===== config.mk =====
export PLATFORM = sky130hd
export DESIGN_NAME = fifo_spi_bridge
export DESIGN_NICKNAME = d
export VERILOG_FILES = /design/src/rtl/fifo_spi_bridge.sv
export SDC_FILE = /design/constraint.sdc
export NUM_CORES = 1
export LEC_CHECK = 0
export ABC_AREA = 1
export CORE_ASPECT_RATIO = 1.75
export CORE_MARGIN = 2
export CORE_UTILIZATION = 54
export DETAILED_ROUTE_END_ITERATION = 10
export GPL_TIMING_DRIVEN = 0
export PLACE_DENSITY = 0.88
export SYNTH_ARGS = -nofsm -noshare
export SYNTH_HDL_FRONTEND = slang
export SYNTH_SLANG_ARGS = --single-unit

===== constraint.sdc =====
create_clock -name clk -period 2.3 [get_ports clk]
set_input_delay 0.46 -clock clk [delete_from_list [all_inputs] [get_ports clk]]
set_output_delay 0.46 -clock clk [all_outputs]
set_load 0.01 [all_outputs]

===== src/rtl/fifo_spi_bridge.sv =====
// Prefetches words from an upstream FIFO into a small circular buffer and
// hands them one at a time to an SPI transmitter, with optional framing.
module fifo_spi_bridge #(
  parameter int DATA_W    = 8,
  parameter int BUF_DEPTH = 4,
  parameter int RD_LAT    = 1,
  parameter int FRAME_LEN = 0
) (
  input  logic                           clk,
  input  logic                           rst_n,
  input  logic                           enable,
  input  logic                           flush,
  input  logic                           fifo_is_empty,
  output logic                           fifo_read_en,
  input  logic [DATA_W-1:0]              datain,
  output logic                           spi_tx_en,
  output logic [DATA_W-1:0]              dataout,
  input  logic                           spi_tx_done,
  output logic [$clog2(BUF_DEPTH+1)-1:0] buf_level,
  output logic [15:0]                    frame_cnt,
  output logic                           frame_done,
  output logic                           busy
);

  localparam int PW = $clog2(BUF_DEPTH);
  localparam int LW = $clog2(BUF_DEPTH + 1);
  localparam int CW = LW + 2;
  localparam logic [31:0] FL = FRAME_LEN;

  // state | meaning
  // IDLE  | no word on the SPI link; launch when enabled and buffer non-empty
  // SEND  | spi_tx_en high, dataout held until spi_tx_done
  typedef enum logic {IDLE = 1'b0, SEND = 1'b1} state_t;
  state_t state, state_nxt;

  logic [DATA_W-1:0] mem [BUF_DEPTH];
  logic [PW-1:0]     wr_ptr, rd_ptr;
  logic [RD_LAT-1:0] rd_pipe;
  logic [CW-1:0]     in_flight, committed;
  logic              issue, capture, launch, complete, frame_wrap;
  logic [15:0]       frame_inc;

  always_comb begin
    in_flight = '0;
    for (int i = 0; i < RD_LAT; i++) in_flight = in_flight + CW'(rd_pipe[i]);
  end

  // Space is reserved for every read already issued, so the buffer cannot overflow.
  assign committed = CW'(buf_level) + in_flight + CW'(fifo_read_en);
  assign issue     = enable && !fifo_is_empty && !flush && !fifo_read_en &&
                     (committed < CW'(BUF_DEPTH));
  assign capture   = rd_pipe[RD_LAT-1];

  assign frame_inc  = frame_cnt + 16'd1;
  assign frame_wrap = (FL != 32'd0) && ({16'd0, frame_inc} == FL);

  always_comb begin
    state_nxt = state;
    launch    = 1'b0;
    complete  = 1'b0;
    case (state)
      IDLE: begin
        if (enable && (buf_level != '0) && !flush) begin
          launch    = 1'b1;
          state_nxt = SEND;
        end
      end
      SEND: begin
        if (spi_tx_done) begin
          complete  = 1'b1;
          state_nxt = IDLE;
        end
      end
      default: state_nxt = IDLE;
    endcase
  end

  always_ff @(posedge clk or negedge rst_n) begin
    if (!rst_n) state <= IDLE;
    else        state <= state_nxt;
  end

  always_ff @(posedge clk or negedge rst_n) begin
    if (!rst_n) begin
      fifo_read_en <= 1'b0;
      rd_pipe      <= '0;
    end else begin
      fifo_read_en <= issue;
      if (flush) begin
        rd_pipe <= '0;
      end else begin
        rd_pipe[0] <= fifo_read_en;
        for (int i = 1; i < RD_LAT; i++) rd_pipe[i] <= rd_pipe[i-1];
      end
    end
  end

  always_ff @(posedge clk) begin
    if (capture && !flush) mem[wr_ptr] <= datain;
  end

  always_ff @(posedge clk or negedge rst_n) begin
    if (!rst_n) begin
      wr_ptr    <= '0;
      rd_ptr    <= '0;
      buf_level <= '0;
    end else if (flush) begin
      wr_ptr    <= '0;
      rd_ptr    <= '0;
      buf_level <= '0;
    end else begin
      if (capture) wr_ptr <= wr_ptr + 1'b1;
      if (launch)  rd_ptr <= rd_ptr + 1'b1;
      case ({capture, launch})
        2'b10:   buf_level <= buf_level + 1'b1;
        2'b01:   buf_level <= buf_level - 1'b1;
        default: buf_level <= buf_level;
      endcase
    end
  end

  // A completion landing on a flush edge is not counted; flush wins.
  always_ff @(posedge clk or negedge rst_n) begin
    if (!rst_n) begin
      dataout    <= '0;
      frame_cnt  <= '0;
      frame_done <= 1'b0;
    end else begin
      frame_done <= 1'b0;
      if (launch) dataout <= mem[rd_ptr];
      if (flush) begin
        frame_cnt <= '0;
      end else if (complete) begin
        if (frame_wrap) begin
          frame_cnt  <= '0;
          frame_done <= 1'b1;
        end else begin
          frame_cnt <= frame_inc;
        end
      end
    end
  end

  assign spi_tx_en = (state == SEND);
  assign busy      = spi_tx_en || fifo_read_en || (|rd_pipe) || (buf_level != '0);

endmodule


* Word-level counts from Yosys, hierarchy flattened
Memory sizes are Yosys's and may differ from the RTL's. A register that Yosys moved wholly into a read port is not among the register bits.
Index checks and enable logic that the tools add are counted.
** Storage, ports and cells
- Bits in registers :: 26
- Bits in writable memories :: 32
- Word-level logic and storage cells :: 55
- Memories kept :: 1
** Cells by class
- $add $sub $neg :: 7
- Order comparisons :: 1
- Equality and inequality tests :: 2
- Mux-type cells :: 17
- Bitwise gates (word level) :: 1
- Reductions and logical operators :: 19
** Memories
- mem :: depth 4, width 8, read ports 1, clocked after Yosys merged registers in 1, wr ports 1, line 36 : logic [DATA_W-1:0] mem [BUF_DEPTH];
** Operators with widths (count)
- $mux W16 :: 2
- $add A16 B1 Y16 const B :: 1
- $mux W1 :: 8
- $mux W2 :: 4
- $logic_and A1 B1 Y1 :: 7
- $pmux W3 S2 :: 1
- $reduce_bool A2 Y1 :: 3
- $reduce_bool A3 Y1 :: 2
- $add A4 B1 Y5 :: 1
- $lt A5 B3 Y1 const B :: 1
- $add A2 B1 Y2 const B :: 2
- $add A3 B1 Y4 :: 1
- $logic_not A1 Y1 :: 4
- $add A3 B1 Y3 const B :: 1
- $logic_or A1 B1 Y1 :: 3
- $mux W3 :: 1
- $sub A3 B1 Y3 const B :: 1
- $eq A2 B1 Y1 const B :: 1
- $eq A2 B2 Y1 const B :: 1
- $pmux W1 S2 :: 1
- $not A1 Y1 :: 1

* Logic depth before layout (Yosys ltp)
Gate-level depths: netlist of the first run.
- Depth in word-level cells :: 8
- Depth in mapped cells :: 11
- Gate-level depth less buffers :: 10

* Worst setup path before layout of the first run
No wires, ideal clock.
- Path type :: reg2reg
- From :: reg buf_level[0]
- To :: reg buf_level[2]
- Library setup time :: 0.116 ns
- Arrival time :: 1.712 ns
- Required time :: 2.184 ns
- Slack :: 0.472 ns
- Cell stages (with the launch flop) :: 11
- Buffers on the path :: 1
- Clock period less this slack :: 1.828 ns
- Path through :: dfrtp_1 inv_1 nand3_1 buf_2 nand3_2 inv_1 fa_1 xnor2_1 xor2_1 nand2_1 nand2_1
** Between the ends
- Longest elaborated chain between the ends :: 8
** Ends and longest elaborated chain
- start, declared :: line 19 : output logic [$clog2(BUF_DEPTH+1)-1:0] buf_level,
- start signal, assigned :: line 115 : 2'b10: buf_level <= buf_level + 1'b1;
- start signal, assigned :: line 116 : 2'b01: buf_level <= buf_level - 1'b1;
- start signal, assigned :: line 117 : default: buf_level <= buf_level;
- $reduce_bool A3 Y1 :: line 63 : if (enable && (buf_level != '0) && !flush) begin
- $logic_and A1 B1 Y1 (2 in a row) :: line 63
- $mux W1 :: line 63
- $mux W1 :: line 61 : case (state)
- $eq A2 B1 Y1 or $eq A2 B2 Y1 (tied branches) :: line 114 : case ({capture, launch})
- $pmux W3 S2 :: line 114
- $mux W3 :: line 107 : end else if (flush) begin
Several ways; a longest one is shown, not always the timed one.
A chain may end at the register's enable or synchronous reset.

* Worst setup path after layout of the first run
- From :: reg buf_level[0]
- To :: out busy
** Between the ends
- Longest elaborated chain between the ends :: 2
** Ends and longest elaborated chain
- $reduce_bool A3 Y1 :: line 145 : assign busy = spi_tx_en || fifo_read_en || (|rd_pipe) || (buf_level != '0);
- $logic_or A1 B1 Y1 :: line 145
- end, declared :: line 22 : output logic busy
Every way passes these cells.

==> results of run 1 <==
==> stage by stage <==
stage / setup slack [ns] / std cells
global placement: 0.0713 / 434
global route: 0.0265 / 453
floorplan: 0.472 / 316
CTS: 0.0241 / 453
detailed placement: 0.0772 / 434
finish: 0.0740 / 453
==> critical path, delay by kind of cell, from the launching register on <==
family | cells | cell delay [ns]
simple gates | 2 | 0.51
buf+inv | 3 | 0.49
flops | 1 | 0.41
==> power by group through the flow <==
stage / combinational [W] / clock (W) / sequential (W)
final: 0.000997 / 0.000997 / 0.00148
after global routing: 0.00110 / 0.00107 / 0.00149
after CTS: 0.000993 / 0.00101 / 0.00147
after detailed placement: 0.000910 / 0 / 0.00152
after global placement: 0.000884 / 0 / 0.00152
after floorplan: 0.000462 / 0 / 0.00153
==> logic make-up after synthesis <==
kind of cell / share of synthesized area
compound gates: 0.0969
xor+xnor: 0.00572
fa+ha+maj: 0.0311
buf+inv: 0.0654
flops: 0.592
other cells: 0.00122
simple gates: 0.208
==> synthesized netlist by cell type (2+ instances only) <==
cell type and number:
a21oi_1 15, a21oi_2 2, buf_4 2, buf_6 2, clkbuf_1 3, dfrtp_1 34, edfxtp_1 32, ha_1 6
inv_1 38, nand2_1 44, nand2_2 3, nand3_1 12, nand4_1 4, nor2_1 61, nor2_2 2, nor2_4 3
nor3_1 2, o21ai_0 28, o22ai_1 8
==> timing repair <==
action	4_1_cts	5_1_grt
setup buffers	3	0
resized for setup	5	1
setup endpoints to repair	1	1
==> cell type report <==
cell class / instances / area, um^2
Sequential cell: 66 / 1810
Fill cell: 434 / 1730
Multi-Input combinational cell: 203 / 1050
Timing Repair Buffer: 45 / 438
Inverter: 39 / 146
Clock buffer: 9 / 124
Tap cell: 76 / 95.1
Clock inverter: 7 / 81.3
Buffer: 8 / 60.1
==> sequential cells by signal (all words and copies together) (netlist names), 2 cells and up <==
register   cells
mem           32
frame_cnt     16
dataout        8
buf_level      3
rd_ptr         2
wr_ptr         2
==> routing by layer <==
metal / vias to the layer above / track usage / share of wire
li1: 1156 / - / -
met2: 74 / 0.401 / 0.57
met4: 0 / 0.180 / 0.038
met1: 1151 / 0.241 / 0.35
met5: - / 0 / 0
met3: 22 / 0.0400 / 0.037
==> path summary, 6_finish.rpt <==
path	start	end	slack (ns)	depth (start not counted)
max	buf_level[0]	busy	0.07	5
min reg2reg	dataout[6]	dataout[6]	0.53	2
max reg2reg	buf_level[0]	buf_level[2]	0.46	10
min	rst_n	frame_cnt[3]	0.18	1
min in group clk	flush	capture	0.32	2
max in group asynchronous	rst_n	buf_level[0]	1.58	1
==> results.toml, run 1 <==
[detailed_routing]
drc = 0
vias = 2403
post_drt_wl_per_cell_um = 14.5
vias_per_cell = 5.30
drtIter0Drc = 183
first_pass_iters = 7
wl_um = 6550
ant_nets = 0

[layout]
final_cell_mix = "61 x nor2_1, 44 x nand2_1, 40 x clkdlybuf4s50_1"
finalNetCount = 393
layout_commonest_cell = "nor2_1"
stdcell_area_um2 = 3810
drive_gt1_frac = 0.114
utilization = 0.688
area_growth_syn_to_layout_pct = 24.5
antennaDiodeCount = 0

[clock_tree]
clockBufferDepth = 2
cts_tree = "yes"
holdBufCountCts = 0
cts.clk_slew.worst_paths_ns = 0.08
cts_buffers = 9
clock_latency_ns = 0.35
clock-sinks = 66
clock-root-buffer = "clkbuf_8"
htree_levels = 3

[floorplanning]
core_area_um2 = 5540
num_io_pins = 45
placementRows = 36
die_h_um = 104
initial_core_util = 0.553
dieArea_um2 = 6310
die-width_um = 60.9

[logic_synthesis]
synth.avg_cell_area_um2 = 9.69
synth_nets = 337
synthTopCellsByArea = "edfxtp_1 31%, dfrtp_1 28%, nor2_1 7.5%, nand2_1 5.4%, inv_1 4.7%"
yosysWarnings = 0
async_reset_ff_frac = 0.515
yosysSeqAreaShare = 0.592
synth.distinct_cells = 34
synth_top_cell_area_share = 0.314
synth_edf_count = 32
synth_top_cell_by_area = "edfxtp_1"
synthCells = 316
ys_ff_latch = 66
synth_area_um2 = 3060
ys.flop_type = "dfrtp_1"

[grt]
grt_max_degree = 35
grt_pass1_wl_um = 10800
grt_usage = 0.237
grt_overflow = 0
grt_pass1_vias = 2501
antenna_found_initial = 0

[critical_path]
critPathMaxFanout = 10
cp-end-kind = "primary output"
critPathMaxStageDelay_ns = 0.42
arrival_ns = 1.77
start_kind = "register"
path_class = "reg -> out"
worstPathCellList = "inv_1, nand3_2, buf_6, or4_1, clkdlybuf4s15_1"
cp_slowest_cell = "or4_1"
required_ns = 1.84

[power]
intPower_w = 0.00234
power_w = 0.00347
leakagePower_nw = 1.58
p_clk_frac = 0.287
ir_worst_vdd_mv = 0.866
swShare = 0.326
power.switching_w = 0.00113
powerDensity_nw_per_um2 = 910
pwr-share-comb = 0.287
seqPwrFrac = 0.426

[sta]
finalHoldViolations = 0
period_needed_ns = 2.23
clock-skew-final_ns = 0.0102
rsz0062_at_grt = "false"
clock.fmax_mhz = 449
worst_pin_slew_ns = 0.836
setup_viol = 0
relSlewSlack = 0.441
finalSetupTns_ns = 0
holdWs_ns = 0.182
post-route-period-util = 0.968
slew_violations = 0

[place]
place.gp.congestion = 0.906
dpl.hpwl_um = 4680
placed_cell_area_um2 = 3570
io_buffers = 42

[worst_hold_path]
hold_path_class = "in -> async"

[run]
drv_cap = 0

[run_status]
status = "finished, final reports clean"
No activity file was read; power rests on OpenSTA's default activity.
==> inputs of run 2 (changes only) <==
--- a/config.mk
+++ b/config.mk
@@ -15,3 +15,4 @@
 export SYNTH_ARGS = -nofsm -noshare
 export SYNTH_HDL_FRONTEND = slang
 export SYNTH_SLANG_ARGS = --single-unit
+export TNS_END_PERCENT = 1
==> results of run 2 <==
No change in the layout: final DEF, timing and power equal those of run 1.
